$ cat src/rtl/controle_posicionamento_embarcacao_pkg.sv
// Shared types and helpers for interactive ship placement.
// Board geometry, FSM states, anchor type and cell packing.
package controle_posicionamento_embarcacao_pkg;

  localparam int TAM_GRADE   = 10;
  localparam int MAX_CELULAS = 8;
  localparam int NCEL        = TAM_GRADE * TAM_GRADE;
  localparam int VW          = 8 * MAX_CELULAS;

  localparam logic [7:0] CELULA_NULA = 8'hFF;
  localparam logic [5:0] GRADE6      = 6'(TAM_GRADE);
  localparam logic [6:0] GRADE7      = 7'(TAM_GRADE);
  localparam logic [3:0] MAXC4       = 4'(MAX_CELULAS);

  typedef enum logic [1:0] {
    OCIOSO,
    EDITANDO,
    VERIFICANDO,
    CONCLUIDO
  } estado_t;

  typedef struct packed {
    logic [3:0] x;
    logic [3:0] y;
    logic       vert;
  } ancora_t;

  typedef struct packed {
    logic confirmar;
    logic rotacionar;
    logic downArrow;
    logic upArrow;
    logic rightArrow;
    logic leftArrow;
    logic inicio;
  } chaves_t;

  // Wide sums so that a step below zero (31) or past 15 is still rejected.
  function automatic logic cabe(
    logic [4:0] x,
    logic [4:0] y,
    logic       vert,
    logic [3:0] tam
  );
    logic [5:0] fim;
    logic [4:0] outro;
    fim   = (vert ? {1'b0, y} : {1'b0, x})
          + {2'b00, tam} - 6'd1;
    outro = vert ? x : y;
    return (fim < GRADE6) && ({1'b0, outro} < GRADE6);
  endfunction

  function automatic logic [VW-1:0] empacota(
    ancora_t    a,
    logic [3:0] tam
  );
    logic [VW-1:0] v;
    v = '0;
    for (int k = 0; k < MAX_CELULAS; k++) begin
      if (4'(k) < tam)
        v[8*k +: 8] = a.vert ? {a.y + 4'(k), a.x}
                             : {a.y, a.x + 4'(k)};
      else
        v[8*k +: 8] = CELULA_NULA;
    end
    return v;
  endfunction

  function automatic logic [6:0] indice(
    logic [3:0] x,
    logic [3:0] y
  );
    return {3'b000, y} * GRADE7 + {3'b000, x};
  endfunction

endpackage

$ cat src/rtl/controle_posicionamento_embarcacao_if.sv
// Switch, occupancy and preview signals of the placement block.
// master drives switches/occupancy, slave is the controller.
interface controle_posicionamento_embarcacao_if;
  import controle_posicionamento_embarcacao_pkg::*;

  logic            inicio;
  logic [3:0]      tamanho;
  logic            leftArrow;
  logic            rightArrow;
  logic            upArrow;
  logic            downArrow;
  logic            rotacionar;
  logic            confirmar;
  logic [NCEL-1:0] mapaOcupado;
  logic [VW-1:0]   posicoesEmbarcacao;
  logic            exibir;
  logic            concluido;
  logic            erro;

  modport master (
    output inicio, tamanho,
    output leftArrow, rightArrow,
    output upArrow, downArrow,
    output rotacionar, confirmar,
    output mapaOcupado,
    input  posicoesEmbarcacao,
    input  exibir, concluido, erro
  );

  modport slave (
    input  inicio, tamanho,
    input  leftArrow, rightArrow,
    input  upArrow, downArrow,
    input  rotacionar, confirmar,
    input  mapaOcupado,
    output posicoesEmbarcacao,
    output exibir, concluido, erro
  );

endinterface

$ cat src/rtl/controle_posicionamento_embarcacao_detector_borda.sv
// N-bit registered rising-edge detector for level switches.
// A switch held high produces exactly one edge.
module controle_posicionamento_embarcacao_detector_borda #(
  parameter int N = 7
) (
  input  logic         clock,
  input  logic         reset,
  input  logic [N-1:0] i_nivel,
  output logic [N-1:0] o_borda
);

  logic [N-1:0] r_ant;

  always_ff @(posedge clock) begin
    if (reset) r_ant <= '0;
    else       r_ant <= i_nivel;
  end

  assign o_borda = i_nivel & ~r_ant;

endmodule

$ cat src/rtl/controle_posicionamento_embarcacao.sv
// Interactive placement of one ship: clamped moves/rotation,
// serial collision check against the board, then commit.
module controle_posicionamento_embarcacao
  import controle_posicionamento_embarcacao_pkg::*;
(
  input logic clock,
  input logic reset,
  controle_posicionamento_embarcacao_if.slave bus
);

  chaves_t       w_nivel;
  chaves_t       w_borda;
  estado_t       r_estado, w_estado_n;
  ancora_t       r_anc, w_anc_n;
  logic [3:0]    r_tam, w_tam_n;
  logic [2:0]    r_k, w_k_n;
  logic          r_erro, w_erro_n;
  logic [VW-1:0] r_vec;

  logic [3:0] w_setas;
  logic       w_uma_seta;
  logic [4:0] w_cx, w_cy;
  logic [3:0] w_celx, w_cely;
  logic       w_ocupado;
  logic       w_tam_ok;

  assign w_nivel = {bus.confirmar, bus.rotacionar,
                    bus.downArrow, bus.upArrow,
                    bus.rightArrow, bus.leftArrow,
                    bus.inicio};

  controle_posicionamento_embarcacao_detector_borda #(
    .N(7)
  ) u_borda (
    .clock   (clock),
    .reset   (reset),
    .i_nivel (w_nivel),
    .o_borda (w_borda)
  );

  assign w_setas = {w_borda.upArrow, w_borda.downArrow,
                    w_borda.leftArrow, w_borda.rightArrow};
  assign w_uma_seta = (w_setas != 4'd0) &&
                      ((w_setas & (w_setas - 4'd1)) == 4'd0);

  assign w_cx = {1'b0, r_anc.x}
              + {4'd0, w_borda.rightArrow}
              - {4'd0, w_borda.leftArrow};
  assign w_cy = {1'b0, r_anc.y}
              + {4'd0, w_borda.upArrow}
              - {4'd0, w_borda.downArrow};

  assign w_celx = r_anc.vert ? r_anc.x : r_anc.x + {1'b0, r_k};
  assign w_cely = r_anc.vert ? r_anc.y + {1'b0, r_k} : r_anc.y;
  assign w_ocupado = bus.mapaOcupado[indice(w_celx, w_cely)];

  assign w_tam_ok = (bus.tamanho != 4'd0) &&
                    (bus.tamanho <= MAXC4);

  always_comb begin
    w_estado_n = r_estado;
    w_anc_n    = r_anc;
    w_tam_n    = r_tam;
    w_k_n      = r_k;
    w_erro_n   = 1'b0;
    unique case (r_estado)
      OCIOSO: begin
        if (w_borda.inicio) begin
          if (w_tam_ok) begin
            w_estado_n = EDITANDO;
            w_anc_n    = '0;
            w_tam_n    = bus.tamanho;
          end else begin
            w_erro_n = 1'b1;
          end
        end
      end
      EDITANDO: begin
        if (w_borda.confirmar) begin
          w_estado_n = VERIFICANDO;
          w_k_n      = 3'd0;
        end else if (w_uma_seta) begin
          if (cabe(w_cx, w_cy, r_anc.vert, r_tam)) begin
            w_anc_n.x = w_cx[3:0];
            w_anc_n.y = w_cy[3:0];
          end
        end else if (w_setas == 4'd0 && w_borda.rotacionar) begin
          if (cabe({1'b0, r_anc.x}, {1'b0, r_anc.y},
                   ~r_anc.vert, r_tam))
            w_anc_n.vert = ~r_anc.vert;
        end
      end
      VERIFICANDO: begin
        if (w_ocupado) begin
          w_estado_n = EDITANDO;
          w_erro_n   = 1'b1;
        end else if ({1'b0, r_k} == r_tam - 4'd1) begin
          w_estado_n = CONCLUIDO;
        end else begin
          w_k_n = r_k + 3'd1;
        end
      end
      CONCLUIDO: w_estado_n = OCIOSO;
    endcase
  end

  always_ff @(posedge clock) begin
    if (reset) begin
      r_estado <= OCIOSO;
      r_anc    <= '0;
      r_tam    <= 4'd0;
      r_k      <= 3'd0;
      r_erro   <= 1'b0;
      r_vec    <= '1;
    end else begin
      r_estado <= w_estado_n;
      r_anc    <= w_anc_n;
      r_tam    <= w_tam_n;
      r_k      <= w_k_n;
      r_erro   <= w_erro_n;
      // Idle keeps showing the last committed ship.
      if (w_estado_n != OCIOSO)
        r_vec <= empacota(w_anc_n, w_tam_n);
    end
  end

  assign bus.posicoesEmbarcacao = r_vec;
  assign bus.exibir    = (r_estado == EDITANDO) ||
                         (r_estado == VERIFICANDO);
  assign bus.concluido = (r_estado == CONCLUIDO);
  assign bus.erro      = r_erro;

endmodule

$ cat src/flat_wrapper.sv
// flat-port wrapper written by rule: the top's interface ports become plain ports
module controle_posicionamento_embarcacao_flat import controle_posicionamento_embarcacao_pkg::*;
  (clock, reset, bus_inicio, bus_tamanho, bus_leftArrow, bus_rightArrow, bus_upArrow, bus_downArrow, bus_rotacionar, bus_confirmar, bus_mapaOcupado, bus_posicoesEmbarcacao, bus_exibir, bus_concluido, bus_erro);
  controle_posicionamento_embarcacao_if bus_i ();
  input logic clock;
  input logic reset;
  input wire logic [$bits(bus_i.inicio)-1:0] bus_inicio;
  input wire logic [$bits(bus_i.tamanho)-1:0] bus_tamanho;
  input wire logic [$bits(bus_i.leftArrow)-1:0] bus_leftArrow;
  input wire logic [$bits(bus_i.rightArrow)-1:0] bus_rightArrow;
  input wire logic [$bits(bus_i.upArrow)-1:0] bus_upArrow;
  input wire logic [$bits(bus_i.downArrow)-1:0] bus_downArrow;
  input wire logic [$bits(bus_i.rotacionar)-1:0] bus_rotacionar;
  input wire logic [$bits(bus_i.confirmar)-1:0] bus_confirmar;
  input wire logic [$bits(bus_i.mapaOcupado)-1:0] bus_mapaOcupado;
  output wire logic [$bits(bus_i.posicoesEmbarcacao)-1:0] bus_posicoesEmbarcacao;
  output wire logic [$bits(bus_i.exibir)-1:0] bus_exibir;
  output wire logic [$bits(bus_i.concluido)-1:0] bus_concluido;
  output wire logic [$bits(bus_i.erro)-1:0] bus_erro;
  assign bus_i.inicio = bus_inicio;
  assign bus_i.tamanho = bus_tamanho;
  assign bus_i.leftArrow = bus_leftArrow;
  assign bus_i.rightArrow = bus_rightArrow;
  assign bus_i.upArrow = bus_upArrow;
  assign bus_i.downArrow = bus_downArrow;
  assign bus_i.rotacionar = bus_rotacionar;
  assign bus_i.confirmar = bus_confirmar;
  assign bus_i.mapaOcupado = bus_mapaOcupado;
  assign bus_posicoesEmbarcacao = bus_i.posicoesEmbarcacao;
  assign bus_exibir = bus_i.exibir;
  assign bus_concluido = bus_i.concluido;
  assign bus_erro = bus_i.erro;
  controle_posicionamento_embarcacao u_core (.clock(clock), .reset(reset), .bus(bus_i));
endmodule
$ cat config.mk
export PLATFORM = sky130hd
export DESIGN_NAME = controle_posicionamento_embarcacao_flat
export DESIGN_NICKNAME = d
export VERILOG_FILES = /design/src/rtl/controle_posicionamento_embarcacao_pkg.sv /design/src/rtl/controle_posicionamento_embarcacao_if.sv /design/src/rtl/controle_posicionamento_embarcacao_detector_borda.sv /design/src/rtl/controle_posicionamento_embarcacao.sv /design/src/flat_wrapper.sv
export SDC_FILE = /design/constraint.sdc
export NUM_CORES = 1
export LEC_CHECK = 0
export ABC_AREA = 0
export BUFFER_PORTS_ARGS = -buffer_cell sky130_fd_sc_hd__buf_4
export CORE_AREA = 2 2 125 127
export DETAILED_ROUTE_END_ITERATION = 12
export DIE_AREA = 0 0 127 129
export GPL_TIMING_DRIVEN = 0
export PLACE_DENSITY = 0.65
export SYNTH_ARGS = -nofsm -noshare
export SYNTH_HDL_FRONTEND = slang
export SYNTH_HIERARCHICAL = 1
export SYNTH_SLANG_ARGS = --single-unit
$ cat constraint.sdc
create_clock -name clock -period 9.1 [get_ports clock]
set_clock_uncertainty 0.05 [all_clocks]
set_input_delay 1.82 -clock clock [delete_from_list [all_inputs] [get_ports clock]]
set_output_delay 1.82 -clock clock [all_outputs]
set_load 0.005 [all_outputs]
==> key figures <==
Route
  – DRT Pass-1 Iters: 5
  – DR vias: 6442
  – Initial DRC Count: 414
  – Average wire per standard cell: 17.5 um
  – Antenna Nets Post-Route: 0
  – Total Routed Length: 20.2 mm
  – Vias/cell: 5.57
  – Residual DRC: 0

Layout
  – Register area: 1800 um2
  – # diodes: 0
  – Area of the multi-input gates: 4460 um2
  – Final #Nets: 1139
  – Area growth, synth to finish: 28.3%
  – FILL cells: 1441
  – Most frequent cells in the layout: buf_4 (184), dfxtp_1 (90), nor2_1 (87)
  – Layout cells sized above 1: 25.8%
  – Most common cell after layout, fill and taps aside: buf_4

Power and ir drop
  – Pwr Density: 152 nW/um2
  – Power, Total: 1300 uW
  – LEAKAGE: 0.00372 uW
  – Psw: 435 uW
  – Net Sw Frac: 33.6%
  – Clk pwr share: 29.0%
  – Proportion of power drawn by flip-flops and latches: 36.0%
  – VDD IR-drop max: 0.113 mV
  – Combinational fraction of design power: 34.9%
  – Power Internal: 861 uW

Timing
  – Max-slew violation count: 0
  – Fmax: 0.123 GHz
  – RSZ-0062 raised after global routing: no
  – Period minus WS final: 8120 ps
  – Hold Vio Cnt, Final: 0
  – Worst slew pin tran: 1100 ps
  – Setup violators final: 0
  – Slew headroom: 26.0%
  – Period utilization: 89.3%
  – Setup TNS: 0 ps

Clock network
  – CTS tree: built
  – Root buf cell: clkbuf_16
  – Skew-Pair Late Insertion Delay: 340 ps
  – PostCTS Resize Cnt: 0
  – CTS buffer count: 9
  – H-tree depth: 3
  – Bufs on Longest Clock Path: 2
  – Setup Buffers After CTS: 0
  – Clock Sinks: 90
  – Cts hold-fix bufs: 0
  – Clk pin slew, worst setup/hold paths: 70 ps

Floorplan
  – Core Area: 15000 um2
  – Initial Util: 44.4%
  – Ports: 180
  – Num rows: 45
  – Die width: 127 um
  – Die area: 16400 um2
  – Die height: 129 um

GRT
  – Initial antenna violation count: 0
  – Largest net degree at the start of global routing: 17
  – First-pass GRT wire length: 32.5 mm
  – Total track usage: 25.1%
  – Grt ovf: 0
  – Vias in the first global route: 6336

Worst setup path
  – Worst R2R Start: u_core/u_borda/r_ant[4]$_SDFF_PP0_
  – Critical Path Fanout Max: 12
  – Worst setup SP type: input pin
  – R2R Path End: u_core/bus.posicoesEmbarcacao[27]$_SDFFE_PP1P_
  – Worst EP arrival: 8290 ps
  – Reg2Reg Depth: 25
  – Critical path required time: 9260 ps
  – Crit. End Element: register
  – Reg2Reg Setup Slack: 2250 ps
  – Crit Path Category: in -> reg

Yosys
  – Syn nets: 949
  – Largest family of logic cells by synthesized area: simple AND/OR/NAND/NOR gates
  – Yosys Warn Count: 6
  – Post-synth EDFFs: 0
  – Syn_area_per_cell: 8.61 um2
  – Simple-gate share of the synthesized area: 18.2%
  – Adder-Cell Fraction of Synth Area: 12.7%
  – Async set or reset register ratio after synthesis: 0%
  – Sequential area share after synthesis: 27.1%
  – #FFs+latches synth: 90
  – Post-Syn Instances: 773
  – Netlist cell types: 64
  – Top FF cell, synth: dfxtp_1
  – Compound-gate portion of the synthesized area: 16.8%
  – Post-synthesis mux area share: 12.4%
  – Synth Cell Area: 6650 um2
  – Synth Area in XOR/XNOR: 6.92%

Min path
  – Worst Hold End: u_core/bus.posicoesEmbarcacao[22]$_SDFFE_PP1P_
  – HP Start: u_core/bus.posicoesEmbarcacao[22]$_SDFFE_PP1P_
  – Hold path cells: 1
  – Hold Crit Class: reg -> reg

Run status
  – Status: complete, no violations

Placed design
  – Post-DP HPWL: 16.3 mm
  – IO Port Bufs: 179
  – Placer congestion estimate: 0.940

Flow run
  – Max-cap violations: 0
-- final cells by class --
| class | instances | area share (%) |
|---|---|---|
| plain buffers | 41 | 2.20 |
| multi-input cells | 588 | 52.3 |
| clock buffers | 9 | 2.64 |
| flip-flops and latches | 90 | 21.1 |
| repair buffers | 179 | 15.7 |
| clock inverters | 7 | 0.909 |
| well taps | 188 | 2.76 |
| inverters | 54 | 2.37 |
-- worst max path at each step --
stage / startpoint / endpoint / depth (start not counted)
after CTS: bus_downArrow / u_core/bus.posicoesEmbarcacao[27]$_SDFFE_PP1P_ / 26
after global placement: bus_downArrow / u_core/bus.posicoesEmbarcacao[27]$_SDFFE_PP1P_ / 26
after global routing: bus_downArrow / u_core/bus.posicoesEmbarcacao[27]$_SDFFE_PP1P_ / 26
after floorplan: bus_downArrow / u_core/bus.posicoesEmbarcacao[27]$_SDFFE_PP1P_ / 25
after detailed placement: bus_downArrow / u_core/bus.posicoesEmbarcacao[27]$_SDFFE_PP1P_ / 26
final: bus_downArrow / u_core/bus.posicoesEmbarcacao[27]$_SDFFE_PP1P_ / 26
-- cell families after synthesis --
logic type	Yosys count
mux	48
xor+xnor	51
buf+inv	95
flops	90
fa+ha+maj	63
compound gates	167
simple gates	259
-- sequential cells by signal, summed over array words and instances, names as in the netlist --
signal,count
u_core/r_anc,9
u_core/bus.posicoesEmbarcacao,64
u_core/r_estado,2
u_core/r_tam,4
u_core/r_k,3
u_core/u_borda/r_ant,7
u_core/bus.erro,1
-- cells in the mapped netlist (4+ instances only) --
cell / instances / share of area (%)
a211oi_1: 7 / 0.79
a21o_1: 8 / 0.90
a21oi_1: 21 / 1.6
a22oi_1: 4 / 0.45
a2bb2oi_1: 8 / 1.1
a31oi_1: 18 / 1.7
and2_1: 14 / 1.3
and3_1: 11 / 1.0
buf_2: 12 / 0.90
buf_4: 5 / 0.56
clkbuf_1: 21 / 1.2
dfxtp_1: 90 / 27
fa_1: 8 / 2.4
ha_1: 55 / 10
inv_1: 53 / 3.0
mux2i_1: 18 / 2.7
mux4_2: 25 / 8.5
nand2_1: 52 / 2.9
nand2b_1: 5 / 0.47
nand3_1: 13 / 0.98
nand4_1: 4 / 0.38
nor2_1: 87 / 4.9
nor2b_1: 16 / 1.5
nor3_1: 45 / 3.4
o211ai_1: 5 / 0.56
o21a_1: 4 / 0.45
o21ai_0: 23 / 1.7
o21ai_1: 30 / 2.3
o22a_1: 12 / 1.6
xnor2_1: 33 / 4.3
xor2_1: 17 / 2.2
-- metrics by stage --
step | instance area, um2 | setup slack (ps) | instances | hold WS [ps] | utilization (%)
3_3_place_gp | 8230 | 872 | 1140 | 417 | 55.0
5_1_grt | 8540 | 646 | 1156 | 453 | 57.0
2_1_floorplan | 6650 | 2160 | 773 | 411 | -
4_1_cts | 8540 | 1200 | 1156 | 436 | 57.0
6_report | 8540 | 977 | 1156 | 435 | 57.0
3_5_place_dp | 8230 | 870 | 1140 | 420 | 55.0
-- layer usage --
metal	routed length [um]	GRT usage, %	vias to the layer above
met5	0	0	-
li1	-	-	3136
met3	1710	6.69	15
met4	191	5.43	0
met1	8800	33.9	3023
met2	9540	40.7	268
-- power by group through the flow --
stage	sequential [uW]	clock, uW	combinational, uW
floorplan	474	0	264
global placement	476	0	446
detailed placement	476	0	448
CTS	468	384	451
global route	473	403	500
finish	467	377	452
-- worst max-delay path: stages --
cell      delay (ps)
buf_4             80
nor2b_1          310
ha_1             290
inv_1             50
ha_1             160
inv_1             60
fa_1             390
xnor2_1          320
mux2i_1          130
ha_1             350
inv_1             60
ha_1             280
a21o_1           180
a21oi_1          170
xor2_1           160
nand3_1          260
inv_1            180
nand2_1          220
a311oi_1         800
clkbuf_1         580
inv_1            190
ha_1             270
nor4_1           470
o21a_1           200
o211a_1          220
o21ai_1           80
Power figures use the tool's default switching activity.
